**src/rtl/scamp_pkg.sv**
```systemverilog
// Shared constants and types for the SCAMP micro-sequencer.
// Microinstruction encodings, control-bit positions and FSM states.
package scamp_pkg;

  localparam logic [15:0] FETCH0 = 16'h8020;
  localparam logic [15:0] FETCH1 = 16'hB440;
  localparam logic [15:0] NOP    = 16'h8000;

  localparam int EO_BAR = 15;
  localparam int RT     = 11;
  localparam int P_INC  = 10;

  localparam logic [2:0] T_LAST = 3'd7;

  typedef enum logic {
    HALT = 1'b0,
    RUN  = 1'b1
  } state_t;

endpackage

```
**src/rtl/micro_sequencer.sv**
```systemverilog
// Micro-sequencer: HALT/RUN FSM, T-state counter and retire counter.
// Fetch microwords are built in; T2..T7 come from the microcode ROM.
module micro_sequencer
  import scamp_pkg::*;
(
  input  logic        clk,
  input  logic        reset_bar,
  input  logic        run,
  input  logic        step,
  input  logic [7:0]  opcode,
  output logic [10:0] rom_addr,
  input  logic [15:0] rom_data,
  output logic [15:0] uinstr,
  output logic [2:0]  tstate,
  output logic        halted,
  output logic        instr_done,
  output logic [15:0] retired
);

  state_t     state;
  state_t     state_nxt;
  logic [2:0] tstate_nxt;
  logic       rt_hit;

  assign rom_addr = {opcode, tstate};
  assign halted   = (state == HALT);

  always_comb begin
    uinstr = NOP;
    if (state == RUN) begin
      unique case (tstate)
        3'd0:    uinstr = FETCH0;
        3'd1:    uinstr = FETCH1;
        default: uinstr = rom_data;
      endcase
    end
  end

  // Bit 11 is RT only for bus-transfer words; with EO_BAR low it is ALU NY.
  assign rt_hit     = uinstr[EO_BAR] & uinstr[RT];
  assign instr_done = (state == RUN) &
                      (rt_hit | (tstate == T_LAST));

  always_comb begin
    state_nxt  = state;
    tstate_nxt = tstate;
    unique case (1'b1)
      (state == HALT): begin
        tstate_nxt = 3'd0;
        if (run || step)
          state_nxt = RUN;
      end
      instr_done: begin
        tstate_nxt = 3'd0;
        state_nxt  = run ? RUN : HALT;
      end
      default: begin
        tstate_nxt = tstate + 3'd1;
      end
    endcase
  end

  always_ff @(posedge clk or negedge reset_bar) begin
    if (!reset_bar) begin
      state  <= HALT;
      tstate <= 3'd0;
    end else begin
      state  <= state_nxt;
      tstate <= tstate_nxt;
    end
  end

  always_ff @(posedge clk or negedge reset_bar) begin
    if (!reset_bar)
      retired <= 16'd0;
    else if (instr_done)
      retired <= retired + 16'd1;
  end

endmodule

```
**config.mk**
```make
export PLATFORM = sky130hd
export DESIGN_NAME = micro_sequencer
export DESIGN_NICKNAME = d
export VERILOG_FILES = /design/src/rtl/scamp_pkg.sv /design/src/rtl/micro_sequencer.sv
export SDC_FILE = /design/constraint.sdc
export NUM_CORES = 1
export LEC_CHECK = 0
export ABC_AREA = 1
export CORE_ASPECT_RATIO = 1.75
export CORE_UTILIZATION = 40
export DETAILED_ROUTE_END_ITERATION = 12
export GPL_TIMING_DRIVEN = 0
export PLACE_DENSITY = 0.84
export SLEW_MARGIN = 20
export SYNTH_ARGS = -nofsm -noshare
export SYNTH_HDL_FRONTEND = slang
export SYNTH_SLANG_ARGS = --single-unit
```
**constraint.sdc**
```tcl
create_clock -name clk -period 2.2 [get_ports clk]
set_input_delay 0.44 -clock clk [delete_from_list [all_inputs] [get_ports clk]]
set_output_delay 0.44 -clock clk [all_outputs]
set_load 0.02 [all_outputs]
```
==> results, run 1 <==
- The ratio of final minimum period to clock period is 96.2%.
- Setup repair after global routing left no endpoint under its margin.
- The register area is about 500 um2.
- The nature of the critical path endpoint is a primary output.
- The core region is around 3400 um2.
- The number of clock sinks seen by CTS is 20.
- The share of the yosys chip area belonging to registers is around a third.
- Counting flops and latches in the post-synthesis netlist gives 20.
- The final RePlAce weighted congestion is between 0.9 and 1.
- The clock tree root driver cell is sky130_fd_sc_hd__clkbuf_8.
- TritonCTS built the clock tree.
- The number of cells traversed by the worst register-to-register path is 9.
- The clock passes through at most 2 buffers.
- In this run the power density over the cells is about 1100 nW/um2.
- The flow ran to the end, and the final reports show no timing, DRC or antenna violations.
- Across the VDD grid, the largest voltage drop is 0.000672 V.
- Global routing used about a fifth of the available tracks.
- Timing analysis after detailed placement gives a worst setup slack of -0.389 ns.
- Net switching is a little under half of the power.
- The multi-input logic area is ~800 um2.
- Entering global routing, the biggest net connects 21 pins.
- The worst hold path begins at retired[15].
- The floorplan step set the die width to 47.5 um.
- The beginning of the worst register-to-register path is tstate[0].
- After detailed routing, the number of remaining DRC violations is 0.
- The count of synthesis-stage warnings from yosys is 0.
- Cell internal power was estimated by the tool at ~1.3 mW.
- The clock buffer count from CTS is 3.
- Combinational logic burns around two thirds of the power.
- The critical path class is flip-flop to primary output.
- The kind of path behind the tightest hold check is flip-flop to flip-flop.
- After layout, the design draws a total of 2.42 mW.
- In this run the register-to-register setup slack is roughly 0.5 ns.
- The H-tree level count is 1.
- After filler insertion, the fill cell instance count of the layout stands at approximately 300.
- Once layout is done, the placed cells without fillers occupy 2270 um2.
- The reg-to-reg endpoint is retired[4].
- The initial antenna violation count is 0.
- In this run the mean area of a mapped cell was roughly 6.8 um2.
- The number of port buffers is 67.
- The total placed instance area is about 2200 um2.
- The worst hold path was traced through 2 stages.
- The highest clock frequency the design can meet is ~470 MHz.
- The number of global-route vias before repair is between 1000 and 1500.
- In the final routed layout, each cell accounts on average for approximately 12 um.
- Summed over all failing endpoints, the final setup total negative slack is 0 ns.
- The final hold violation count is 0.
- The net load switching power is 1.10 mW.
- Once detail routing completed, the nets flagged for antenna violations numbered 0.
- Detailed routing inserted a total of between 1500 and 2000 vias.
- The routed design has approximately 4000 um of wire.
- The net count after synthesis is roughly 250.
- The clock skew after layout is around 0.0035 ns.
- Sequential cells account for between 20% and 30% of the total power.
- The share of total power dissipated in the clock network is about 11%.
- The element type at the critical path start is a flip-flop.
- The register clock-pin slew on the reported worst setup and hold paths is about 0.07 ns.
- At the pin with the least slew margin, the transition time is ~0.90 ns.
- The overflow left after global routing is 0.
- The latest clock arrival within the worst-skew pair is 0.25 ns.
- The share of layout cells above drive strength 1 is between 10% and 20%.
- The relative area change from synthesis to final layout is 56.7%.
- Using the TritonRoute via totals, the vias-per-cell ratio works out to 4.70.
- Headroom to the max-slew limit came out at about two fifths.
- The repair_antennas step left the layout with diodes totalling 0.
- The largest fanout on the critical path is 5.
- The detailed-router iteration count before antenna repair is 4.
- The count of final setup violators is 0.
- Counting every instance in the synthesized netlist gives between 200 and 250.
- Summed over all cells, the static leakage comes to 1.09 nW.
- The final-report max-slew violation count is 0.
- The minimum setup slack in the final design is roughly 0.084 ns.
- The post-synthesis instance area is 1450 um2.
- The number of top-level pins is 76.
- The number of distinct standard cells referenced by the synthesized netlist is 19.
- The final layout net count is about 330.
- For the worst setup path, the data required time is 1.76 ns.
- Hold timing on the final database bottoms out at a slack of between 0.5 and 0.6 ns.
- The die covers 3880 um2.
- Across the run, the number of max-cap violations was 0.
- The post-detailed-placement half-perimeter wirelength is a little over 3000 um.
- The violation count after the first detailed-routing iteration is 10.
- The data arrival time of the critical path is approximately 1.7 ns.
- The number of rows created at floorplan is 28.
- The path with the worst hold slack has its endpoint at retired[15].
- After layout, the minimum clock period comes to ~2.1 ns.
- The starting density of the core is between 40% and 50%.
- The first global-routing pass estimated approximately 6000 um of wire.
- The die span in y is slightly above 80 um.
timing repair:
item | in CTS | in global routing
hold buffers | 0 | 0
gates cloned | 1 | 0
pin swaps | 2 | 3
gates resized for setup | 56 | 13
setup endpoints to repair | 18 | 14
buffers inserted | 7 | 1
worst max-delay path by stage:
stage,startpoint,to
after global routing,tstate[0],uinstr[3]
after floorplan,tstate[0],uinstr[0]
after global placement,rom_data[11],instr_done
after CTS,tstate[0],instr_done
after detailed placement,rom_data[11],instr_done
final,tstate[0],uinstr[4]
synthesized netlist by cell type:
cell type / number / share of area (%)
sky130_fd_sc_hd__ha_1: 5 / 4.3
sky130_fd_sc_hd__a21oi_4: 1 / 1.1
sky130_fd_sc_hd__nor2_2: 3 / 1.3
sky130_fd_sc_hd__nand3_1: 9 / 3.1
sky130_fd_sc_hd__nand2_1: 87 / 23
sky130_fd_sc_hd__nand4_1: 6 / 2.6
sky130_fd_sc_hd__o21ai_1: 3 / 1.0
sky130_fd_sc_hd__a21oi_1: 2 / 0.69
sky130_fd_sc_hd__buf_4: 11 / 5.7
sky130_fd_sc_hd__o21ai_4: 1 / 1.1
sky130_fd_sc_hd__nor2_1: 34 / 8.8
sky130_fd_sc_hd__nand2_2: 1 / 0.43
sky130_fd_sc_hd__nand3b_4: 1 / 1.4
sky130_fd_sc_hd__xnor2_1: 7 / 4.2
sky130_fd_sc_hd__inv_1: 17 / 4.4
sky130_fd_sc_hd__dfrtp_1: 20 / 35
sky130_fd_sc_hd__o21ai_0: 2 / 0.69
sky130_fd_sc_hd__clkbuf_1: 2 / 0.52
sky130_fd_sc_hd__buf_6: 2 / 1.6
stage by stage:
stage | util, % | std cells
after floorplan | - | 214
after global placement | 63.4 | 326
after detailed placement | 63.4 | 326
after CTS | 66.6 | 338
after global routing | 66.2 | 337
final | 66.2 | 337
metal layers:
layer	up-vias	wire length (um)	track usage [%]	part of all wire [%]
li1	805	-	-	-
met1	698	1430	19.7	36
met2	70	2120	42.5	54
met3	12	276	2.20	7.0
met4	0	96	8.57	2.5
met5	-	0	0	0
final cells by class:
| cell class | count | share of cell area [%] |
|---|---|---|
| well taps | 45 | 2.48 |
| flip-flops and latches | 20 | 22.0 |
| repair buffers | 75 | 30.8 |
| multi-input cells | 162 | 34.5 |
| plain buffers | 14 | 4.96 |
| clock buffers | 4 | 2.42 |
| inverters | 17 | 2.81 |
cell families (layout without fill, tap and decap cells):
family,count (synthesis),count (layout),share of synthesized area [%]
AND/OR/NAND/NOR,141,141,40.1
buffers and inverters,32,110,12.2
flip-flops,20,20,34.5
AO/OA/AOI/OAI,9,9,4.66
XOR/XNOR,7,7,4.23
adder cells (fa/ha/maj),5,5,4.31
cells in the final DEF, fill, tap and decap left out, drive strengths merged:
cell type	Yosys	routed
o21ai	6	6
inv	17	17
ha	5	5
dfrtp	20	20
clkdlybuf4s50	0	49
nand3	9	9
nand4	6	6
nand3b	1	1
xnor2	7	7
clkdlybuf4s15	0	3
buf	13	28
a21oi	3	3
nand2	88	88
nor2	37	37
dlygate4sd2	0	5
clkbuf	2	8
flip-flops by register name, summed over array words and instances (netlist names):
| signal | count |
|---|---|
| tstate | 3 |
| retired | 16 |
| state | 1 |
worst max-delay path, cell delays in order (launching register included):
cell and delay [ns]:
sky130_fd_sc_hd__dfrtp_1 0.41, sky130_fd_sc_hd__ha_2 0.23, sky130_fd_sc_hd__o21ai_4 0.21, sky130_fd_sc_hd__clkbuf_8 0.18
sky130_fd_sc_hd__nand2_1 0.04, sky130_fd_sc_hd__nor2_1 0.08, sky130_fd_sc_hd__clkdlybuf4s15_2 0.26
power groups by stage:
stage	Sequential [mW]	Clock (mW)	Combinational, mW
after floorplan	0.577	0	0.846
after global placement	0.525	0	1.54
after detailed placement	0.526	0	1.58
after CTS	0.509	0.281	1.66
after global routing	0.524	0.296	1.80
final	0.511	0.269	1.64
No activity file was read; power rests on OpenSTA's default activity.
==> run 2, diff against run 1 <==
--- a/config.mk
+++ b/config.mk
@@ -9,7 +9,6 @@
 export CORE_ASPECT_RATIO = 1.75
 export CORE_UTILIZATION = 40
 export DETAILED_ROUTE_END_ITERATION = 12
-export GPL_TIMING_DRIVEN = 0
 export PLACE_DENSITY = 0.84
 export SLEW_MARGIN = 20
 export SYNTH_ARGS = -nofsm -noshare
==> results, run 2 (synthesis gave the netlist of run 1 again) <==
- Run status: completed (unchanged).
- The number of buffer and inverter stages on the critical path came to 4 (was 2).
- The overflow left after global routing is 0 (unchanged).
- Largest registers: retired: 16 flops, tstate: 3 flops, state: 1 flops (unchanged).
- The number of nets with antenna violations after routing is 0 (unchanged).
- The routed metal-1 wire length is 1320 um (was 1430 um).
- The final layout net count was 312 (was 326).
- The register clock-pin slew on the reported worst setup and hold paths came to 0.07 ns (about the same).
- The number of stages on the worst setup path came to 8 (was 6).
- The reg-to-reg endpoint was retired[2] (was retired[4]).
- The clock tree from TritonCTS is yes (unchanged).
- The kind of path behind the tightest hold check was input port to async pin (was flip-flop to flip-flop).
- The number of hold-repair buffers added at the cts stage came to 0 (unchanged).
- The highest clock frequency the design can meet was 479 MHz (was 473 MHz).
- The final RePlAce weighted congestion is 0.912 (was 0.931).
- The final hold violation count is 0 (unchanged).
- The share of layout cells above drive strength 1 is 17.6% (was 16.8%).
- The overall routing resource usage is 21.6% (was 21.2%).
- The number of fill cells is 326 (was 304).
- The critical-path cell with the highest stage delay is sky130_fd_sc_hd__dfrtp_1 (unchanged).
- The clock skew after layout came to 0.00540 ns (was 0.00354 ns).
- The worst hold-check slack is 0.504 ns (was 0.544 ns).
- The maximum resistive drop on vdd was 0.000616 V (was 0.000672 V).
- The detailed-router iteration count before antenna repair is 4 (unchanged).
- The worst-case headroom to the max-slew limit is 77.4% (was 40.0%).
- The number of global-route vias before repair is 1518 (was 1436).
- The register area is 500 um2 (unchanged).
- The antenna diode count is 0 (unchanged).
- The timing endpoint of the critical path is uinstr[14] (was uinstr[4]).
- The relative area change from synthesis to final layout is 46.0% (was 56.7%).
- The H-tree level count is 1 (unchanged).
- The detailed-route vias per instance was 4.73 (was 4.70).
- The highest routing layer actually used is met4 (unchanged).
- The critical path class is flip-flop to primary output (unchanged).
- The number of port buffers came to 59 (was 67).
- The latest clock arrival within the worst-skew pair came to 0.27 ns (was 0.25 ns).
- The setup total negative slack is 0 ns (unchanged).
- The register bank with the most flops is retired (unchanged).
- The total wire length was 3810 um (was 3920 um).
- Setup repair after global routing missed its margin: no (unchanged).
- The number of rows created at floorplan is 28 (unchanged).
- The total die area is 3880 um2 (unchanged).
- The number of remaining DRC errors is 0 (unchanged).
- The starting density of the core is 42.2% (unchanged).
- The transition time at the pin with the least slew margin was 0.338 ns (was 0.896 ns).
- The power per unit of standard cell area is 1130 nW/um2 (was 1070 nW/um2).
- The utilization after layout is 61.7% (was 66.2%).
- The number of flip-flops under the largest register name was 16 (unchanged).
- The pin count of the biggest net entering global routing is 21 (unchanged).
- The area of the core region came to 3430 um2 (unchanged).
- Most used cells in the layout excluding fill and tap cells: sky130_fd_sc_hd__nand2_1 (87), sky130_fd_sc_hd__clkdlybuf4s50_1 (42), sky130_fd_sc_hd__nor2_1 (34) (was sky130_fd_sc_hd__nand2_1 (86), sky130_fd_sc_hd__clkdlybuf4s50_1 (49), sky130_fd_sc_hd__nor2_1 (34)).
- The post-detailed-route wirelength per cell is 11.8 um (was 11.6 um).
- The critical path's largest stage delay was 0.36 ns (was 0.41 ns).
- The cell family contributing the most delay on the critical path is buffers and inverters (unchanged).
- The clock tree root driver cell is sky130_fd_sc_hd__clkbuf_8 (unchanged).
- The number of clock sinks seen by CTS came to 20 (unchanged).
- The initial antenna violation count is 0 (unchanged).
- The die span in y is 81.7 um (unchanged).
- The required arrival time at the worst endpoint is 1.76 ns (about the same).
- The element type at the critical path start is a flip-flop (unchanged).
- The setup slack of the most critical reg-to-reg path is 0.40 ns (was 0.50 ns).
- The largest fanout on the critical path is 5 (unchanged).
- The count of final setup violators is 0 (unchanged).
- The nature of the critical path endpoint is a primary output (unchanged).
- The global-route wire length before repair came to 5990 um (was 6000 um).
- The ratio of final minimum period to clock period is 94.9% (was 96.2%).
- Cell-by-cell trace of the critical path: inv_1, ha_2, o21ai_4, buf_4, buf_6, nand2_1, nor2_1, buf_2 (was ha_2, o21ai_4, clkbuf_8, nand2_1, nor2_1, clkdlybuf4s15_2).
- The overall power is 2.39 mW (was 2.42 mW).
- The horizontal die dimension is 47.5 um (unchanged).
- The number of top-level pins came to 76 (unchanged).
- The violation count after the first detailed-routing iteration came to 10 (unchanged).
- The total of max-cap violations is 0 (unchanged).
- The multi-input logic area is 782 um2 (was 785 um2).
- The launching element of the worst setup path is tstate[1] (was tstate[0]).
- The data arrival time of the critical path is 1.65 ns (was 1.68 ns).
- The commonest non-fill, non-tap cell in the layout was sky130_fd_sc_hd__nand2_1 (unchanged).
- The post-detailed-placement half-perimeter wirelength is 2910 um (was 3020 um).
- The number of vias after detailed routing was 1527 (was 1585).
- The number of cells traversed by the worst register-to-register path came to 10 (was 9).
- The leakage power of the design is 1.01 nW (was 1.09 nW).
- The maximum number of buffers from clock root to sink was 2 (unchanged).
- The time the final worst path needs with I/O delays and setup came to 2.09 ns (was 2.12 ns).
- The beginning of the worst register-to-register path is tstate[1] (was tstate[0]).
- The length of routed met2 wiring came to 2060 um (was 2120 um).
- The clock buffer count from CTS is 3 (unchanged).
- The final-report max-slew violation count is 0 (unchanged).
- The length of routed met3 wiring is 279 um (was 276 um).
run 2: report_power, final:
part           internal [mW]  switching (mW)
Sequential             0.430          0.0826
Combinational          0.692           0.904
Clock                  0.160           0.125
Total                   1.28            1.11
run 2: cell type report:
class	count	share of cell area (%)
Multi-Input combinational cell	162	36.9
Tap cell	45	2.66
Inverter	17	3.19
Clock buffer	4	2.60
Timing Repair Buffer	75	31.0
Sequential cell	20	23.6
run 2: through the flow:
stage | instances | area (um2) | worst slack [ns]
floorplan | 214 | 1450 | 0.131
global placement | 310 | 2040 | -0.151
detailed placement | 310 | 2040 | -0.171
CTS | 316 | 2110 | 0.0000437
global route | 323 | 2120 | 0.0161
finish | 323 | 2120 | 0.112
run 2: worst min-delay path by stage:
stage / startpoint / endpoint / slack, ns / depth (start not counted)
final: reset_bar / retired[13] / 0.50 / 2
after detailed placement: tstate[0] / tstate[0] / 0.50 / 1
after floorplan: reset_bar / retired[0] / 0.14 / 0
after global placement: tstate[0] / tstate[0] / 0.48 / 1
after global routing: reset_bar / retired[5] / 0.55 / 2
after CTS: reset_bar / retired[12] / 0.51 / 2
run 2: routing by layer:
| layer | track usage, % | vias to the layer above |
|---|---|---|
| met5 | 0 | - |
| met4 | 15.7 | 0 |
| met3 | 3.74 | 15 |
| met2 | 41.0 | 59 |
| met1 | 17.9 | 675 |
| li1 | - | 778 |
run 2: worst reg2reg max path: cells and delay by family, from the launching register on:
| kind | cells | cell delay (ns) |
|---|---|---|
| AND/OR/NAND/NOR | 4 | 0.47 |
| buffers and inverters | 3 | 0.37 |
| flip-flops | 1 | 0.36 |
| AO/OA/AOI/OAI | 2 | 0.29 |
| adder cells (fa/ha/maj) | 1 | 0.20 |
run 2: what timing repair did:
| item | in CTS | in global routing |
|---|---|---|
| resized for setup | 44 | 33 |
| setup buffers | 2 | 6 |
| gates cloned | 0 | 1 |
| setup endpoints to repair | 18 | 18 |
| pin swaps | 1 | 1 |
==> RTL edit 1, RTL diff (settings of run 2) <==
Register the outputs `rom_addr` and `halted`, cleared by the reset; this adds one clock of latency there. The other outputs are not delayed to match.
--- a/src/rtl/micro_sequencer.sv
+++ b/src/rtl/micro_sequencer.sv
@@ -22,8 +22,15 @@
   logic [2:0] tstate_nxt;
   logic       rt_hit;
 
-  assign rom_addr = {opcode, tstate};
-  assign halted   = (state == HALT);
+  always_ff @(posedge clk or negedge reset_bar) begin
+    if (!reset_bar) begin
+      rom_addr <= '0;
+      halted   <= '0;
+    end else begin
+      rom_addr <= {opcode, tstate};
+      halted   <= (state == HALT);
+    end
+  end
 
   always_comb begin
     uinstr = NOP;
Function: changed (a bounded check fails within 4 cycles, from zero or initial values and one cycle with reset_bar low).
==> RTL edit 1 against run 2 <==
Core utilization is 3.8 points higher; sequential cell count is 12 higher; routed wire length is 10% higher; final area is 22% higher; clock power is 63% higher; area after synthesis is 15% higher; worst setup slack worse by 0.078 ns; critical path depth is 1 lower; hold slack better by 0.0063 ns; power is 19% higher; critical endpoint is now instr_done.
==> RTL edit 1: results (changes against run 2) <==
Layout
  • Share of layout cells above drive strength 1: 15.4% (-2.3 points)

Placed design
  • Dpl cells: 341 (+10%)
  • DP Wirelength: 3.05 mm (+4.9%)
  • Placed Instance Area: 0.00250 mm² (+23%)
  • Port bufs: 75 (+27%)
  • Gpl congestion: 0.821 (-10%)

Critical path
  • Max Fanout on Critical Path: 4 (-1)
  • Crit path max-delay family: compound AO/OA/AOI/OAI gates
  • R2R Setup Slk: 0.51 ns (+0.11 ns)
  • RR Startpoint: tstate[0]
  • Arrival @ worst endpoint: 1.73 ns (+0.08 ns)

STA
  • Slew HR: 70.0% (-7.4 points)
  • Clock Skew: 0.00312 ns (-0.00228 ns)
  • Minimum clock period: 2.17 ns (+0.0784 ns)
  • Final period util: 98.5% (+3.6 points)

Synth
  • Register area share after synthesis: 48.0% (+13 points)
  • Synth Area in Adders: 3.75% (-0.57 points)
  • Commonest cells post-synth: 87 x nand2_1, 34 x nor2_1, 32 x dfrtp_1, 17 x inv_1, 9 x nand3_1
  • Synth top area cells: dfrtp_1 48%, nand2_1 20%, nor2_1 7.6%
  • Mapped Cells: 215 (+0.47%)
  • XOR/XNOR share of the synthesized area: 3.67% (-0.55 points)

Drt
  • Via count: 1,713 (+12%)
  • DRT iter0 DRCs: 37 (+27)
  • WL final: 4.19 mm (+10%)
  • WL/cell: 11.8 µm (+0.44%)
  • Drt pass-1 iters: 4 (unchanged)

Global route
  • Vias in the first global route: 1,548 (+2.0%)
  • Largest net degree at the start of global routing: 33 (+57%)
  • Gr usage total: 20.0% (-1.6 points)

Power and ir drop
  • Max VDD drop: 0.000782 V (+27%)
  • Leak: 1.21 nW (+20%)

Clock network
  • Clk_lat worst skew: 0.29 ns (+0.02 ns)
  • CTS buffer count: 5 (+2)

Status
  • Outcome: finished, final reports clean

Worst hold path
  • Hold WC Path Type: flop to flop
RTL edit 1: cell type report:
type	instances	area, µm²
tap	48	60.1
clock buffer	5	68.8
sequential	32	801
inverter	17	63.8
multi-input combinational	162	788
fill	342	1360
timing repair buffer	87	773
clock inverter	3	23.8
RTL edit 1: what timing repair did:
| action | in CTS | in global routing |
|---|---|---|
| gates cloned | 1 | 0 |
| hold buffers | 0 | 0 |
| setup endpoints to repair | 17 | 16 |
| pin swaps | 0 | 2 |
| buffers inserted | 3 | 1 |
| resized for setup | 61 | 15 |
RTL edit 1: metal layers:
| metal | wire (µm) | up-vias | GRT usage (%) |
|---|---|---|---|
| li1 | - | 841 | - |
| met1 | 1540 | 791 | 20.2 |
| met2 | 2270 | 70 | 36.7 |
| met3 | 281 | 11 | 5.41 |
| met4 | 106 | 0 | 9.60 |
| met5 | 0 | - | 0 |
RTL edit 1: final timing paths:
path                               end  cells past startpoint
max                         instr_done                      7
min                        rom_addr[1]                      1
max reg2reg                 retired[6]                      8
min reg2reg                rom_addr[1]                      1
max in group asynchronous   retired[9]                      2
min in group asynchronous  rom_addr[7]                      2
RTL edit 1: kinds of logic after synthesis:
kind of cell               Yosys count
DFF                                 32
buffers and inverters               21
and+or+nand+nor                    141
adders and majority gates            5
xor gates and xnor gates             7
AOI/OAI and AO/OA                    9
RTL edit 1: report_power, final:
part	total, mW	internal, mW	switching (mW)
logic	1.62	0.682	0.939
registers	0.771	0.687	0.0839
clock network	0.464	0.224	0.241
RTL edit 1: through the flow:
step / setup TNS, ns / hold slack, ns
finish: 0 / 0.510
global route: -0.0475 / 0.521
CTS: -0.0202 / 0.507
detailed placement: -1.17 / 0.489
global placement: -0.511 / 0.473
floorplan: 0 / 0.144
==> RTL edit 2, RTL diff (flow settings as in run 2) <==
Without the edit above. Register the inputs `run`, `step`, `opcode` and `rom_data` before use, without a reset. The logic sees them one clock later.
--- a/src/rtl/micro_sequencer.sv
+++ b/src/rtl/micro_sequencer.sv
@@ -17,12 +17,24 @@
   output logic [15:0] retired
 );
 
+  logic run_q;
+  logic step_q;
+  logic [7:0] opcode_q;
+  logic [15:0] rom_data_q;
+
+  always_ff @(posedge clk) begin
+    run_q      <= run;
+    step_q     <= step;
+    opcode_q   <= opcode;
+    rom_data_q <= rom_data;
+  end
+
   state_t     state;
   state_t     state_nxt;
   logic [2:0] tstate_nxt;
   logic       rt_hit;
 
-  assign rom_addr = {opcode, tstate};
+  assign rom_addr = {opcode_q, tstate};
   assign halted   = (state == HALT);
 
   always_comb begin
@@ -31,7 +43,7 @@
       unique case (tstate)
         3'd0:    uinstr = FETCH0;
         3'd1:    uinstr = FETCH1;
-        default: uinstr = rom_data;
+        default: uinstr = rom_data_q;
       endcase
     end
   end
@@ -47,12 +59,12 @@
     unique case (1'b1)
       (state == HALT): begin
         tstate_nxt = 3'd0;
-        if (run || step)
+        if (run_q || step_q)
           state_nxt = RUN;
       end
       instr_done: begin
         tstate_nxt = 3'd0;
-        state_nxt  = run ? RUN : HALT;
+        state_nxt  = run_q ? RUN : HALT;
       end
       default: begin
         tstate_nxt = tstate + 3'd1;
Function: changed (a bounded check fails within 4 cycles, from zero or initial values and one cycle with reset_bar low).
==> RTL edit 2 against run 2 <==
Worst setup slack worse by 0.044 ns; register-to-register slack improved by 0.08 ns; core utilization up 1.0 points; combinational power shrank 4%; power up 29%; die area up 30%; final area is 33% higher; area after synthesis up 31%; sequential cell count up 26; routed wire length up 11%; first-iteration DRC count rose to 3.2 times the old value.
==> RTL edit 2: results (changes against run 2) <==
Status
  • Outcome: finished, final reports clean

STA
  • Clock Skew: 0.00552 ns (+0.000116 ns)
  • Worst Max-Slew Pin Slew: 0.344 ns (+0.00521 ns)
  • WHS: 0.427 ns (-0.0768 ns)
  • Final period util: 96.9% (+2.0 points)

Critical path
  • RR Startpoint: tstate[0]
  • R2R cell count: 9 (-1)
  • Arrival @ worst endpoint: 1.69 ns (+0.04 ns)
  • Max Fanout on Critical Path: 4 (-1)
  • CP endpoint: instr_done

Global route
  • Gr usage total: 18.6% (-3.0 points)

Synth
  • Register area share after synthesis: 53.6% (+19 points)
  • XOR/XNOR share of the synthesized area: 3.22% (-1.0 points)
  • Netlist cell types: 20 (+1)
  • Synth Area in Compound Gates: 3.15% (-1.5 points)
  • Synth top area cells: dfxtp_1 27%, dfrtp_1 26%, nand2_1 17%
  • Mapped Cells: 234 (+9.3%)

Layout
  • Fraction of area in multi-input gates: 27.7% (-9.2 points)
  • NumNets Final: 352 (+13%)
  • Comb_multi_in: 164 (+1.2%)
  • Clock buf/inv share: 3.70% (+1.1 points)
  • Fraction of area in registers: 36.3% (+13 points)
  • Biggest regs: retired (16), rom_data_q (16), opcode_q (8)
  • Non-clk buf share: 27.6% (-3.4 points)

Drt
  • DRT iter0 DRCs: 32 (+22)
  • Met2 wire len: 2.42 mm (+17%)

Placed design
  • Dpl cells: 358 (+15%)
  • Placed Instance Area: 0.00270 mm² (+33%)

Clock network
  • Post-CTS Setup Bufs: 1 (-1)
  • Clock sink total: 46 (+130%)
  • CTS resizes: 57 (+30%)

Power and ir drop
  • Leak: 1.29 nW (+28%)
RTL edit 2: cell count changes after synthesis:
cell / change
nor2_1: +4
clkbuf_1: -1
buf_4: -8
o21ai_1: -3
nor2_2: -3
xor2_1: +1
o21ai_0: +3
xnor2_1: -1
dfxtp_1: +26
o21ai_4: -1
o21ai_2: +1
buf_2: +1
nand2_1: +1
RTL edit 2: critical path, delay by kind of cell (launching register included):
kind / cells / cell delay (ns)
adder cells (fa/ha/maj): 1 / 0.23
AND/OR/NAND/NOR: 1 / 0.09
buffers and inverters: 3 / 0.34
AO/OA/AOI/OAI: 2 / 0.36
flip-flops: 1 / 0.38
RTL edit 2: power breakdown:
group	total (mW)	internal (mW)	switching [mW]
Sequential	1.01	0.924	0.0842
Clock	0.558	0.289	0.270
Combinational	1.53	0.637	0.895
RTL edit 2: routing by layer:
metal | vias up | GRT usage [%]
met5 | - | 0
met4 | 0 | 8.55
met3 | 6 | 3.25
met2 | 55 | 34.9
met1 | 780 | 18.1
li1 | 890 | -
